`src/rtl/axi_llc_pkg.sv`:
```
// -----------------------------------------------------------------------------
// axi_llc_pkg
// Shared definitions for the LLC data-way access path: data macro latency,
// requesting unit indices, the route FIFO entry type and a default request
// payload carrying the write-enable field the way arbiter inspects.
// -----------------------------------------------------------------------------
package axi_llc_pkg;

   // Read latency of the data macro in cycles; sizes the outstanding-read route FIFO.
   localparam int unsigned DataMacroLatency = 2;

   // Requesting units, listed in fixed-priority order (lowest index wins).
   localparam int unsigned NumUnits   = 4;
   localparam int unsigned EvictUnit  = 0;
   localparam int unsigned RefillUnit = 1;
   localparam int unsigned WUnit      = 2;
   localparam int unsigned RUnit      = 3;

   // One route FIFO entry: the unit that owns an outstanding read.
   typedef logic [$clog2(NumUnits)-1:0] route_idx_t;

   // Default data way request payload. The arbiter only looks at `we`.
   typedef struct packed {
      logic        we;
      logic [31:0] data;
   } way_req_t;

endpackage

```
`src/rtl/axi_llc_way_arb_tree.sv`:
```
// -----------------------------------------------------------------------------
// axi_llc_way_arb_tree
// Combinational selection of one eligible requester.
//   AXI_LLC_WAY_ARB_RR_EN defined  : round-robin; the search starts at a
//                                    pointer that moves to (hs_idx_i+1) mod
//                                    NumReq after every handshake.
//   AXI_LLC_WAY_ARB_RR_EN undefined: fixed priority, lowest index wins; no
//                                    pointer register exists.
//
// Ports
//   clk_i     clock, rising edge
//   rst_i     asynchronous reset, active high (pointer back to 0)
//   req_i     per-unit eligible request
//   hs_i      a request handshake happened this cycle
//   hs_idx_i  index of the unit that completed that handshake
//   gnt_o     selected unit (0 when nothing is eligible)
// -----------------------------------------------------------------------------
module axi_llc_way_arb_tree #(
   parameter int unsigned NumReq = 4,
   parameter int unsigned IdxW   = (NumReq > 1) ? $clog2(NumReq) : 1
) (
   input  logic              clk_i,
   input  logic              rst_i,
   input  logic [NumReq-1:0] req_i,
   input  logic              hs_i,
   input  logic [IdxW-1:0]   hs_idx_i,
   output logic [IdxW-1:0]   gnt_o
);

   logic [IdxW-1:0] rr_ptr;
   logic [IdxW-1:0] cand;
   logic            found;

`ifdef AXI_LLC_WAY_ARB_RR_EN
   logic [IdxW-1:0] ptr_q, ptr_d;

   // The pointer follows the unit actually served, which may be a held grant
   // rather than this cycle's search result.
   always_comb begin
      ptr_d = ptr_q;
      if (hs_i) begin
         ptr_d = (hs_idx_i == IdxW'(NumReq - 1)) ? '0 : hs_idx_i + IdxW'(1);
      end
   end

   always_ff @(posedge clk_i or posedge rst_i) begin
      if (rst_i) begin
         ptr_q <= '0;
      end else begin
         ptr_q <= ptr_d;
      end
   end

   assign rr_ptr = ptr_q;
`else
   logic unused_rr;

   assign rr_ptr    = '0;
   assign unused_rr = ^{clk_i, rst_i, hs_i, hs_idx_i};
`endif

   // Scan starting at the pointer, wrapping; the first eligible unit wins.
   always_comb begin
      gnt_o = '0;
      found = 1'b0;
      cand  = '0;
      for (int unsigned k = 0; k < NumReq; k++) begin
         cand = IdxW'((32'(rr_ptr) + k) % NumReq);
         if (!found && req_i[cand]) begin
            found = 1'b1;
            gnt_o = cand;
         end
      end
   end

endmodule

```
`src/rtl/fifo_v3.sv`:
```
// -----------------------------------------------------------------------------
// fifo_v3
// Synchronous, non-fall-through FIFO of DEPTH entries. A push into a full
// FIFO and a pop from an empty FIFO are ignored; a push and pop in the same
// cycle on a non-full, non-empty FIFO keep the fill level unchanged.
//
// Ports
//   clk_i       clock, rising edge
//   rst_ni      asynchronous reset, active low
//   flush_i     synchronous clear of all entries
//   testmode_i  unused, kept for drop-in compatibility
//   full_o      no free entry
//   empty_o     no stored entry
//   usage_o     fill level (low ADDR_DEPTH bits)
//   data_i      write data
//   push_i      write request
//   data_o      oldest entry (registered storage, not data_i)
//   pop_i       read/remove request
// -----------------------------------------------------------------------------
module fifo_v3 #(
   parameter int unsigned DATA_WIDTH = 32,
   parameter int unsigned DEPTH      = 8,
   parameter int unsigned ADDR_DEPTH = (DEPTH > 1) ? $clog2(DEPTH) : 1
) (
   input  logic                  clk_i,
   input  logic                  rst_ni,
   input  logic                  flush_i,
   input  logic                  testmode_i,
   output logic                  full_o,
   output logic                  empty_o,
   output logic [ADDR_DEPTH-1:0] usage_o,
   input  logic [DATA_WIDTH-1:0] data_i,
   input  logic                  push_i,
   output logic [DATA_WIDTH-1:0] data_o,
   input  logic                  pop_i
);

   localparam int unsigned FifoDepth = (DEPTH > 0) ? DEPTH : 1;
   localparam int unsigned CntW      = ADDR_DEPTH + 1;
   localparam logic [ADDR_DEPTH-1:0] LastPtr = ADDR_DEPTH'(FifoDepth - 1);

   logic [ADDR_DEPTH-1:0] rd_ptr_q, rd_ptr_d;
   logic [ADDR_DEPTH-1:0] wr_ptr_q, wr_ptr_d;
   logic [CntW-1:0]       cnt_q, cnt_d;
   logic [DATA_WIDTH-1:0] mem_q [FifoDepth];
   logic                  push, pop;
   logic                  unused_testmode;

   assign unused_testmode = testmode_i;

   assign full_o  = (cnt_q == CntW'(FifoDepth));
   assign empty_o = (cnt_q == '0);
   assign usage_o = cnt_q[ADDR_DEPTH-1:0];
   assign data_o  = mem_q[rd_ptr_q];

   assign push = push_i & ~full_o;
   assign pop  = pop_i & ~empty_o;

   always_comb begin
      // NOTE: every variable gets a default before any branch, so no path leaves it unassigned and no latch is inferred.
      rd_ptr_d = rd_ptr_q;
      wr_ptr_d = wr_ptr_q;
      cnt_d    = cnt_q;
      if (push) begin
         wr_ptr_d = (wr_ptr_q == LastPtr) ? '0 : wr_ptr_q + ADDR_DEPTH'(1);
      end
      if (pop) begin
         rd_ptr_d = (rd_ptr_q == LastPtr) ? '0 : rd_ptr_q + ADDR_DEPTH'(1);
      end
      if (push && !pop) begin
         cnt_d = cnt_q + CntW'(1);
      end else if (!push && pop) begin
         cnt_d = cnt_q - CntW'(1);
      end
      if (flush_i) begin
         rd_ptr_d = '0;
         wr_ptr_d = '0;
         cnt_d    = '0;
      end
   end

   always_ff @(posedge clk_i or negedge rst_ni) begin
      if (!rst_ni) begin
         // NOTE: state registers use non-blocking assignments so every flop samples pre-edge values regardless of block order.
         rd_ptr_q <= '0;
         wr_ptr_q <= '0;
         cnt_q    <= '0;
      end else begin
         rd_ptr_q <= rd_ptr_d;
         wr_ptr_q <= wr_ptr_d;
         cnt_q    <= cnt_d;
      end
   end

   // NOTE: storage is deliberately not reset; only the pointers and count are, and entries are never read while the count says empty.
   always_ff @(posedge clk_i) begin
      if (push && !flush_i) begin
         mem_q[wr_ptr_q] <= data_i;
      end
   end

endmodule

```
`src/rtl/axi_llc_way_arbiter.sv`:
```
// -----------------------------------------------------------------------------
// axi_llc_way_arbiter
// Arbitrates NumReq units (0 evict, 1 refill, 2 write, 3 read) onto a single
// LLC data way and routes read responses back to the unit that issued them.
// Grant is combinational (no added latency). A stalled grant is held until
// its handshake. Reads are only eligible while the route FIFO has room;
// writes are always eligible and leave no route entry.
// Build option: AXI_LLC_WAY_ARB_RR_EN selects round-robin instead of fixed
// priority.
//
// Ports
//   clk_i            clock, rising edge
//   rst_i            asynchronous reset, active high
//   req_i            per-unit request payload
//   req_valid_i      per-unit request valid
//   req_ready_o      per-unit request accepted (only the granted bit)
//   way_inp_o        granted payload to the data way
//   way_inp_valid_o  data way request valid
//   way_inp_ready_i  data way ready
//   way_out_i        data way read response
//   way_out_valid_i  response valid
//   way_out_ready_o  response accepted
//   rsp_o            response payload, broadcast to all units
//   rsp_valid_o      response valid, one-hot to the owning unit
//   rsp_ready_i      per-unit response ready
// -----------------------------------------------------------------------------
module axi_llc_way_arbiter
   import axi_llc_pkg::*;
#(
   parameter int unsigned NumReq     = 4,
   parameter int unsigned RouteDepth = DataMacroLatency + 2,
   // Default payload types must carry `we` for the eligibility check.
   parameter type         way_inp_t  = way_req_t,
   parameter type         way_oup_t  = logic
) (
   input  logic                    clk_i,
   input  logic                    rst_i,
   input  way_inp_t [NumReq-1:0]   req_i,
   input  logic [NumReq-1:0]       req_valid_i,
   output logic [NumReq-1:0]       req_ready_o,
   output way_inp_t                way_inp_o,
   output logic                    way_inp_valid_o,
   input  logic                    way_inp_ready_i,
   input  way_oup_t                way_out_i,
   input  logic                    way_out_valid_i,
   output logic                    way_out_ready_o,
   output way_oup_t                rsp_o,
   output logic [NumReq-1:0]       rsp_valid_o,
   input  logic [NumReq-1:0]       rsp_ready_i
);

   localparam int unsigned IdxW   = (NumReq > 1) ? $clog2(NumReq) : 1;
   localparam int unsigned RouteW = (RouteDepth > 1) ? $clog2(RouteDepth) : 1;

   logic [NumReq-1:0] eligible;
   logic [IdxW-1:0]   tree_gnt;
   logic [IdxW-1:0]   gnt;
   logic              inp_hs;

   logic              hold_q, hold_d;
   logic [IdxW-1:0]   hold_idx_q, hold_idx_d;

   logic              route_full, route_empty;
   logic              route_push, route_pop;
   logic [IdxW-1:0]   route_head;
   logic [RouteW-1:0] unused_route_usage;

   // ---------------------------------------------------------------- request
   always_comb begin
      eligible = '0;
      for (int unsigned i = 0; i < NumReq; i++) begin
         eligible[i] = req_valid_i[i] & (req_i[i].we | ~route_full);
      end
   end

   axi_llc_way_arb_tree #(
      .NumReq (NumReq),
      .IdxW   (IdxW)
   ) i_arb_tree (
      .clk_i    (clk_i),
      .rst_i    (rst_i),
      .req_i    (eligible),
      .hs_i     (inp_hs),
      .hs_idx_i (gnt),
      .gnt_o    (tree_gnt)
   );

   // A request presented without a handshake keeps the grant on the next
   // cycle. The held unit stays eligible: the FIFO only fills on handshakes.
   assign gnt = hold_q ? hold_idx_q : tree_gnt;

   always_comb begin
      way_inp_o       = req_i[gnt];
      // Outputs are forced idle while reset is asserted, not just after it.
      way_inp_valid_o = eligible[gnt] & ~rst_i;
      inp_hs          = way_inp_valid_o & way_inp_ready_i;
      req_ready_o     = '0;
      req_ready_o[gnt] = inp_hs;
      route_push      = inp_hs & ~way_inp_o.we;
      hold_d          = way_inp_valid_o & ~way_inp_ready_i;
      hold_idx_d      = gnt;
   end

   always_ff @(posedge clk_i or posedge rst_i) begin
      if (rst_i) begin
         hold_q     <= 1'b0;
         hold_idx_q <= '0;
      end else begin
         hold_q     <= hold_d;
         hold_idx_q <= hold_idx_d;
      end
   end

   // --------------------------------------------------------------- response
   fifo_v3 #(
      .DATA_WIDTH (IdxW),
      .DEPTH      (RouteDepth)
   ) i_route_fifo (
      .clk_i      (clk_i),
      .rst_ni     (~rst_i),
      .flush_i    (1'b0),
      .testmode_i (1'b0),
      .full_o     (route_full),
      .empty_o    (route_empty),
      .usage_o    (unused_route_usage),
      .data_i     (gnt),
      .push_i     (route_push),
      .data_o     (route_head),
      .pop_i      (route_pop)
   );

   // A response with no outstanding route is never acknowledged.
   always_comb begin
      rsp_o                   = way_out_i;
      rsp_valid_o             = '0;
      rsp_valid_o[route_head] = way_out_valid_i & ~route_empty;
      way_out_ready_o         = rsp_ready_i[route_head] & ~route_empty;
      route_pop               = way_out_valid_i & way_out_ready_o;
   end

   rsp_needs_route: assert property (
      @(posedge clk_i) disable iff (rst_i) way_out_valid_i |-> !route_empty
   );

endmodule

```
`config.mk`:
```
export PLATFORM = sky130hd
export DESIGN_NAME = axi_llc_way_arbiter
export DESIGN_NICKNAME = d
export VERILOG_FILES = /design/src/rtl/axi_llc_pkg.sv /design/src/rtl/axi_llc_way_arb_tree.sv /design/src/rtl/fifo_v3.sv /design/src/rtl/axi_llc_way_arbiter.sv
export SDC_FILE = /design/constraint.sdc
export NUM_CORES = 1
export LEC_CHECK = 0
export CELL_PAD_IN_SITES_DETAIL_PLACEMENT = 0
export CELL_PAD_IN_SITES_GLOBAL_PLACEMENT = 2
export CORE_ASPECT_RATIO = 0.5
export CORE_UTILIZATION = 15
export CTS_BUF_LIST = sky130_fd_sc_hd__clkbuf_4
export CTS_CLUSTER_DIAMETER = 100
export CTS_CLUSTER_SIZE = 12
export DETAILED_ROUTE_END_ITERATION = 7
export PLACE_DENSITY_LB_ADDON = 0.1
export SLEW_MARGIN = 20
export SYNTH_ARGS = -nofsm -noshare
export SYNTH_HDL_FRONTEND = slang
export SYNTH_SLANG_ARGS = --single-unit
```
`constraint.sdc`:
```
create_clock -name clk_i -period 4.1 [get_ports clk_i]
set_input_delay 0.615 -clock clk_i [delete_from_list [all_inputs] [get_ports clk_i]]
set_output_delay 0.615 -clock clk_i [all_outputs]
set_load 0.01 [all_outputs]
```
Word level (Yosys, flattened, before mapping)
Memories as Yosys holds them, arrays and structs flattened. Index checks and enable logic that the tools add are counted.

Bits in writable memories: 8. Latch bits: 0. Bits of input ports: 145. Output and inout port bits: 44. Register bits after elaboration: 10. Memories: 1. Bits in read-only memories: 0.

Memories: i_route_fifo.mem_q (depth 4, width 2, read ports 1, clocked after memory_dff 0, write ports 1, RTL line fifo_v3.sv:45) `logic [DATA_WIDTH-1:0] mem_q [FifoDepth];`.

Add/sub/neg operators: 4. Magnitude comparators: 4. Reduce and logical (&&, ||, !) cells: 14. Bitwise gates (word level): 24. Div/mod/pow operators: 0. Equal/unequal tests: 3. Shift operators: 0. Multiplexer cells: 23. $mul: 0.

Operators by type and width (number): 33-bit binary-select mux with 2-bit select (1); 33-bit 2-to-1 mux (1); 1-bit bitwise AND (13); 1-bit 2-to-1 mux (10); 2-bit 2-to-1 mux (5); 4-bit bitwise AND (2); 1-bit logical AND (7); 2-bit by 3-bit less-than comparator with 1-bit output (second input constant) (2); 3-bit 2-to-1 mux (2); 1-bit zero test (5); 1-bit NOT (5); 2-bit by 1-bit adder with 2-bit output (second input constant) (2); 1-bit binary-select mux with 2-bit select (2); 1-bit demux with 2-bit select (2); 2-bit == test (second input constant) (2); 2-bit by 1-bit greater-or-equal comparator with 1-bit output (second input constant) (2); 1-bit bitwise OR (4); 3-bit by 1-bit adder with 3-bit output (second input constant) (1); 3-bit == test (second input constant) (1); 3-bit zero test (1); 3-bit by 1-bit subtractor with 3-bit output (second input constant) (1); 2-bit nonzero test (1).

Logic depth before layout (Yosys ltp)
Depth in word-level cells: 25. Mapped depth: 13. Mapped depth without buffers: 12.

Hierarchy
A second synthesis with hierarchy kept.

Cells, all modules: 329. Area, all modules: 2214.6 um^2.

By module, submodules not included: axi_llc_way_arbiter (seq. area each 75.1 um^2, instances 1, area an instance 1397.6 um^2, cells each 263); fifo_v3 (seq. area each 415.4 um^2, instances 1, area an instance 789.5 um^2, cells each 61); axi_llc_way_arb_tree (seq. area each 0.0 um^2, instances 1, area an instance 27.5 um^2, cells each 5).

Worst setup path after synthesis
Ideal clock, no wire load.

Path type: input port to flip-flop. Start: in req_i[98] (netlist bit). End: reg i_route_fifo.cnt_q[2]. Data arrival time: 3064 ps. Setup slack: 956 ps. Buffers on the path: 0. Stages on the path: 11. Required time: 4020 ps. Cells stage by stage: or4b_4 -> a22o_1 -> a32oi_4 -> o211ai_4 -> a21oi_4 -> ha_1 -> inv_1 -> fa_1 -> xor2_1 -> nor2_1 -> xnor2_1.

Cells in the longest elaborated chain, start to end: 17.

Ends and longest elaborated chain: from (decl) (RTL line axi_llc_way_arbiter.sv:38) `input way_inp_t [NumReq-1:0] req_i,`; 1-bit bitwise OR (RTL line axi_llc_way_arbiter.sv:72) `eligible[i] = req_valid_i[i] & (req_i[i].we | ~route_full);`; 1-bit bitwise AND (RTL line axi_llc_way_arbiter.sv:72); 1-bit logical AND (RTL line axi_llc_way_arb_tree.sv:69) `if (!found && req_i[cand]) begin`; 1-bit 2-to-1 mux (RTL line axi_llc_way_arb_tree.sv:69); 1-bit zero test (RTL line axi_llc_way_arb_tree.sv:69); 1-bit logical AND (RTL line axi_llc_way_arb_tree.sv:69); 2-bit 2-to-1 mux (RTL line axi_llc_way_arb_tree.sv:69); 2-bit 2-to-1 mux (RTL line axi_llc_way_arbiter.sv:90) `assign gnt = hold_q ? hold_idx_q : tree_gnt;`; [... 2 more ...]; 1-bit bitwise AND (RTL line axi_llc_way_arbiter.sv:95) `way_inp_valid_o = eligible[gnt] & ~rst_i;`; 1-bit bitwise AND (RTL line axi_llc_way_arbiter.sv:96) `inp_hs = way_inp_valid_o & way_inp_ready_i;`; 1-bit bitwise AND (*) (RTL line axi_llc_way_arbiter.sv:99) `route_push = inp_hs & ~way_inp_o.we;`; 1-bit bitwise AND (*) (RTL line fifo_v3.sv:56) `assign push = push_i & ~full_o;`; named net i_route_fifo.push (RTL line fifo_v3.sv:46) `logic push, pop;`; 1-bit zero test (RTL line fifo_v3.sv:72) `end else if (!push && pop) begin`; 1-bit logical AND (RTL line fifo_v3.sv:72); 2-bit nonzero test (no line); to (signal assigned) (RTL line fifo_v3.sv:91) `cnt_q <= cnt_d;`; to (decl) (RTL line fifo_v3.sv:44) `logic [CntW-1:0] cnt_q, cnt_d;`.

Mark *: on every way through the listed nets, which the timed path passes. The rest lies on a longest branch. The select of a mux whose other input is x is not followed. A chain may end at the register's enable or synchronous reset.

==> reports/summary.log <==
qor: placed_design.place_ws 116 ps
qor: synthesis.post_synth_and_or_nand_nor_area_fraction 0.398
qor: route.wl_met1 4.22 mm
qor: run.max_cap_violations 0
qor: route.route.top_layer_used met4
qor: cells_and_area.most-common-layout-cells clkdlybuf4s50_1 (185), nand2_1 (133), and3_1 (33), a31oi_1 (32)
qor: grt.grt_remaining_overflow 0
qor: synthesis.yosys.area_share.xor_xnor 0.0119
qor: timing.skew 3.72 ps
qor: min_path.timing.hold.worst.class register to register
qor: floorplanning.initial_utilization 0.158
qor: synthesis.yosysSeqAreaShare 0.222
qor: timing.grt_setup_unrepaired false
qor: setup_path.worstSetupStartpointType input port
qor: clock_tree.numCtsBuffers 3
qor: clock_tree.cts_tree built
qor: synthesis.ys_seq_elements 18
qor: route.detailroute.wirelength.met2 5.11 mm
qor: route.detail-route-antenna-nets 0
qor: route.via_per_inst 4.20
qor: route.vias_post_dr 2896
qor: route.postRouteWirelength 10.2 mm
qor: cells_and_area.drive_above_1_share 0.0783
qor: cells_and_area.final_cell_area 0.00446 mm²
qor: clock_tree.cts_h_tree_lvls 1
qor: floorplanning.die_h 87.7 µm
qor: grt.wire_length_of_the_first_global_routing_pass 15.0 mm
qor: synthesis.average_cell_area_after_synthesis 7.02 µm²
qor: clock_tree.clock-sinks 18
qor: power.power.ir.vdd_worst 0.113 mV
qor: synthesis.synth-adder-area-share 0.0431
qor: setup_path.critPathArrivalTime 3350 ps
qor: timing.final.period_utilization 0.968
qor: cells_and_area.finish.net_count 651
qor: cells_and_area.antennaDiodeCount 0
qor: timing.drv_slew 0
qor: setup_path.worstSetupEndpointType output port
qor: route.met3RoutedLength 788 µm
qor: route.wl_per_cell 14.7 µm
qor: clock_tree.cts_buffer_depth 2
qor: clock_tree.worstSkewPairLatency 290 ps
qor: power.p_total 1.69 mW
qor: placed_design.dpl_cell_area 0.00439 mm²
qor: cells_and_area.fin_util 0.320
qor: setup_path.largest_driver_fanout_on_the_critical_path 17
qor: timing.setup_violations 0
qor: clock_tree.cts_hold_buffers 0
qor: synthesis.yosysUniqueCellTypes 47
qor: run_status.result_of_the_run complete, no violations
qor: cells_and_area.fin_cells 690
qor: timing.worst_case_setup_margin_in_the_final_layout 132 ps
qor: synthesis.synth.net_count 466
qor: placed_design.dp_hpwl 7.97 mm
qor: timing.fin_setup_tns 0 ps
qor: timing.max_freq 252 MHz
qor: grt.grt_antenna_before_repair 0
qor: placed_design.placed_cells_incl_taps 685
qor: floorplanning.design.portCount 189
qor: route.drt_drc_violations_left 0
qor: clock_tree.cts.clk_slew.worst_paths 100 ps
qor: synthesis.synth-compound-area-share 0.199
qor: synthesis.yosys-mux-area-fraction 0.0545
qor: cells_and_area.mostFrequentLayoutCell clkdlybuf4s50_1
qor: timing.worst_slew_margin_rel 0.708
qor: floorplanning.core_footprint 0.0139 mm²
qor: synthesis.netlist_area 0.00220 mm²
qor: cells_and_area.synthToLayoutAreaGrowth 102%
qor: grt.first_global_vias 2867
qor: setup_path.cp.required 3480 ps
qor: placed_design.gp_congestion 0.731
qor: placed_design.io_buffers 186
qor: clock_tree.ctsRootBufferMaster clkbuf_4
qor: timing.fin_hold_ws 591 ps
qor: route.drtPass1Iterations 7
qor: timing.timing_worst_slew_pin_value 434 ps
qor: power.p_leak 1.80 nW
qor: setup_path.criticalPathCategory input port to output port
qor: power.pwr_density 378 mW/mm²
qor: synthesis.combinational_family_with_the_most_area_after_synthesis simple AND/OR/NAND/NOR gates
qor: synthesis.synthCells 314
qor: floorplanning.die_width 173 µm
qor: floorplanning.fp-row-count 30
qor: grt.pin_count_of_the_biggest_net_entering_global_routing 55
qor: synthesis.synth.yosys.warnings 0
qor: grt.gr-usage-all-layers 0.125
qor: cells_and_area.n_fill_cell 1493
qor: timing.hold_violations 0
qor: floorplanning.die_area 0.0152 mm²
qor: route.drt-initial-drc-count 116
qor: timing.finalCriticalPeriod 3970 ps
## worst paths after layout
check	from	depth (start not counted)	end	slack [ps]
hold / removal	i_route_fifo.wr_ptr_q[1]	1	i_route_fifo.wr_ptr_q[1]	590
hold reg to reg	i_route_fifo.wr_ptr_q[1]	1	i_route_fifo.wr_ptr_q[1]	590
setup / recovery	req_i[131]	8	way_inp_o[22]	130
max in group asynchronous	rst_i	3	i_route_fifo.cnt_q[1]	3310
min in group asynchronous	rst_i	3	hold_idx_q[1]	650
setup reg to reg	i_route_fifo.cnt_q[0]	12	i_route_fifo.cnt_q[2]	740
## registers in the layout, indices dropped and copies added (netlist names)
name                   cells
i_route_fifo.cnt_q         3
i_route_fifo.mem_q         8
hold_idx_q                 2
hold_q                     1
i_route_fifo.wr_ptr_q      2
i_route_fifo.rd_ptr_q      2
## layout make-up
cell class,count,area (µm²),share of cell area
Multi-Input combinational cell,263,1570,0.352
Tap cell,192,240,0.0538
Timing Repair Buffer,203,2090,0.469
Clock buffer,4,30.0,0.00673
Inverter,10,37.5,0.00841
Sequential cell,18,490,0.110
## routing by layer
metal	up-vias	GRT usage
li1	1472	-
met1	1329	0.146
met2	91	0.234
met3	4	0.0356
met4	0	0.0217
met5	-	0
## cells in the mapped netlist, drive strengths merged
cell / n / area, µm²
a211o: 1 / 8.76
a211oi: 1 / 12.5
a21o: 2 / 15.0
a21oi: 3 / 37.5
a222oi: 1 / 10.0
a22o: 1 / 8.76
a31oi: 32 / 200
a32oi: 1 / 27.5
and2: 6 / 37.5
and3: 33 / 206
and4: 1 / 8.76
buf: 12 / 77.6
clkbuf: 11 / 41.3
dfrtp: 10 / 250
edfxtp: 8 / 240
fa: 1 / 20.0
ha: 6 / 75.1
inv: 10 / 37.5
mux2: 4 / 52.6
mux4: 3 / 67.6
nand2: 133 / 499
nand3: 1 / 5.00
nand4: 1 / 6.26
nor2: 3 / 11.3
nor2b: 2 / 12.5
nor3: 6 / 30.0
nor3b: 1 / 7.51
nor4b: 1 / 8.76
o211ai: 3 / 41.3
o21a: 1 / 7.51
o21ai: 1 / 5.00
o221ai: 2 / 17.5
o22ai: 1 / 12.5
o311a: 1 / 10.0
o31a: 2 / 17.5
o31ai: 1 / 7.51
or4b: 4 / 43.8
xnor2: 2 / 17.5
xor2: 1 / 8.76
## cells by family after synthesis
| family | after synthesis |
|---|---|
| buffers and inverters | 33 |
| AND/OR/NAND/NOR | 192 |
| flip-flops | 18 |
| adder cells (fa/ha/maj) | 7 |
| XOR/XNOR | 3 |
| multiplexers | 7 |
| AO/OA/AOI/OAI | 54 |
## critical path, cell delays in order
cell and delay (ps):
clkdlybuf4s50_1 490, or4b_1 560, a22o_1 230, a32oi_4 280, inv_2 230, buf_12 220
a31oi_1 130, clkdlybuf4s50_1 580
## power by group
group	internal [mW]	leakage (nW)	switching (mW)	total [mW]
sequential	0.240	0.195	0.0648	0.305
clock	0.0445	0.0184	0.0528	0.0973
combinational	0.712	1.58	0.572	1.28
total	0.997	1.80	0.690	1.69
## repair_timing
action | CTS | global route
setup endpoints to repair | 0 | 7
gates resized for setup | 0 | 3
setup buffers | 0 | 0
Power figures use the tool's default switching activity.
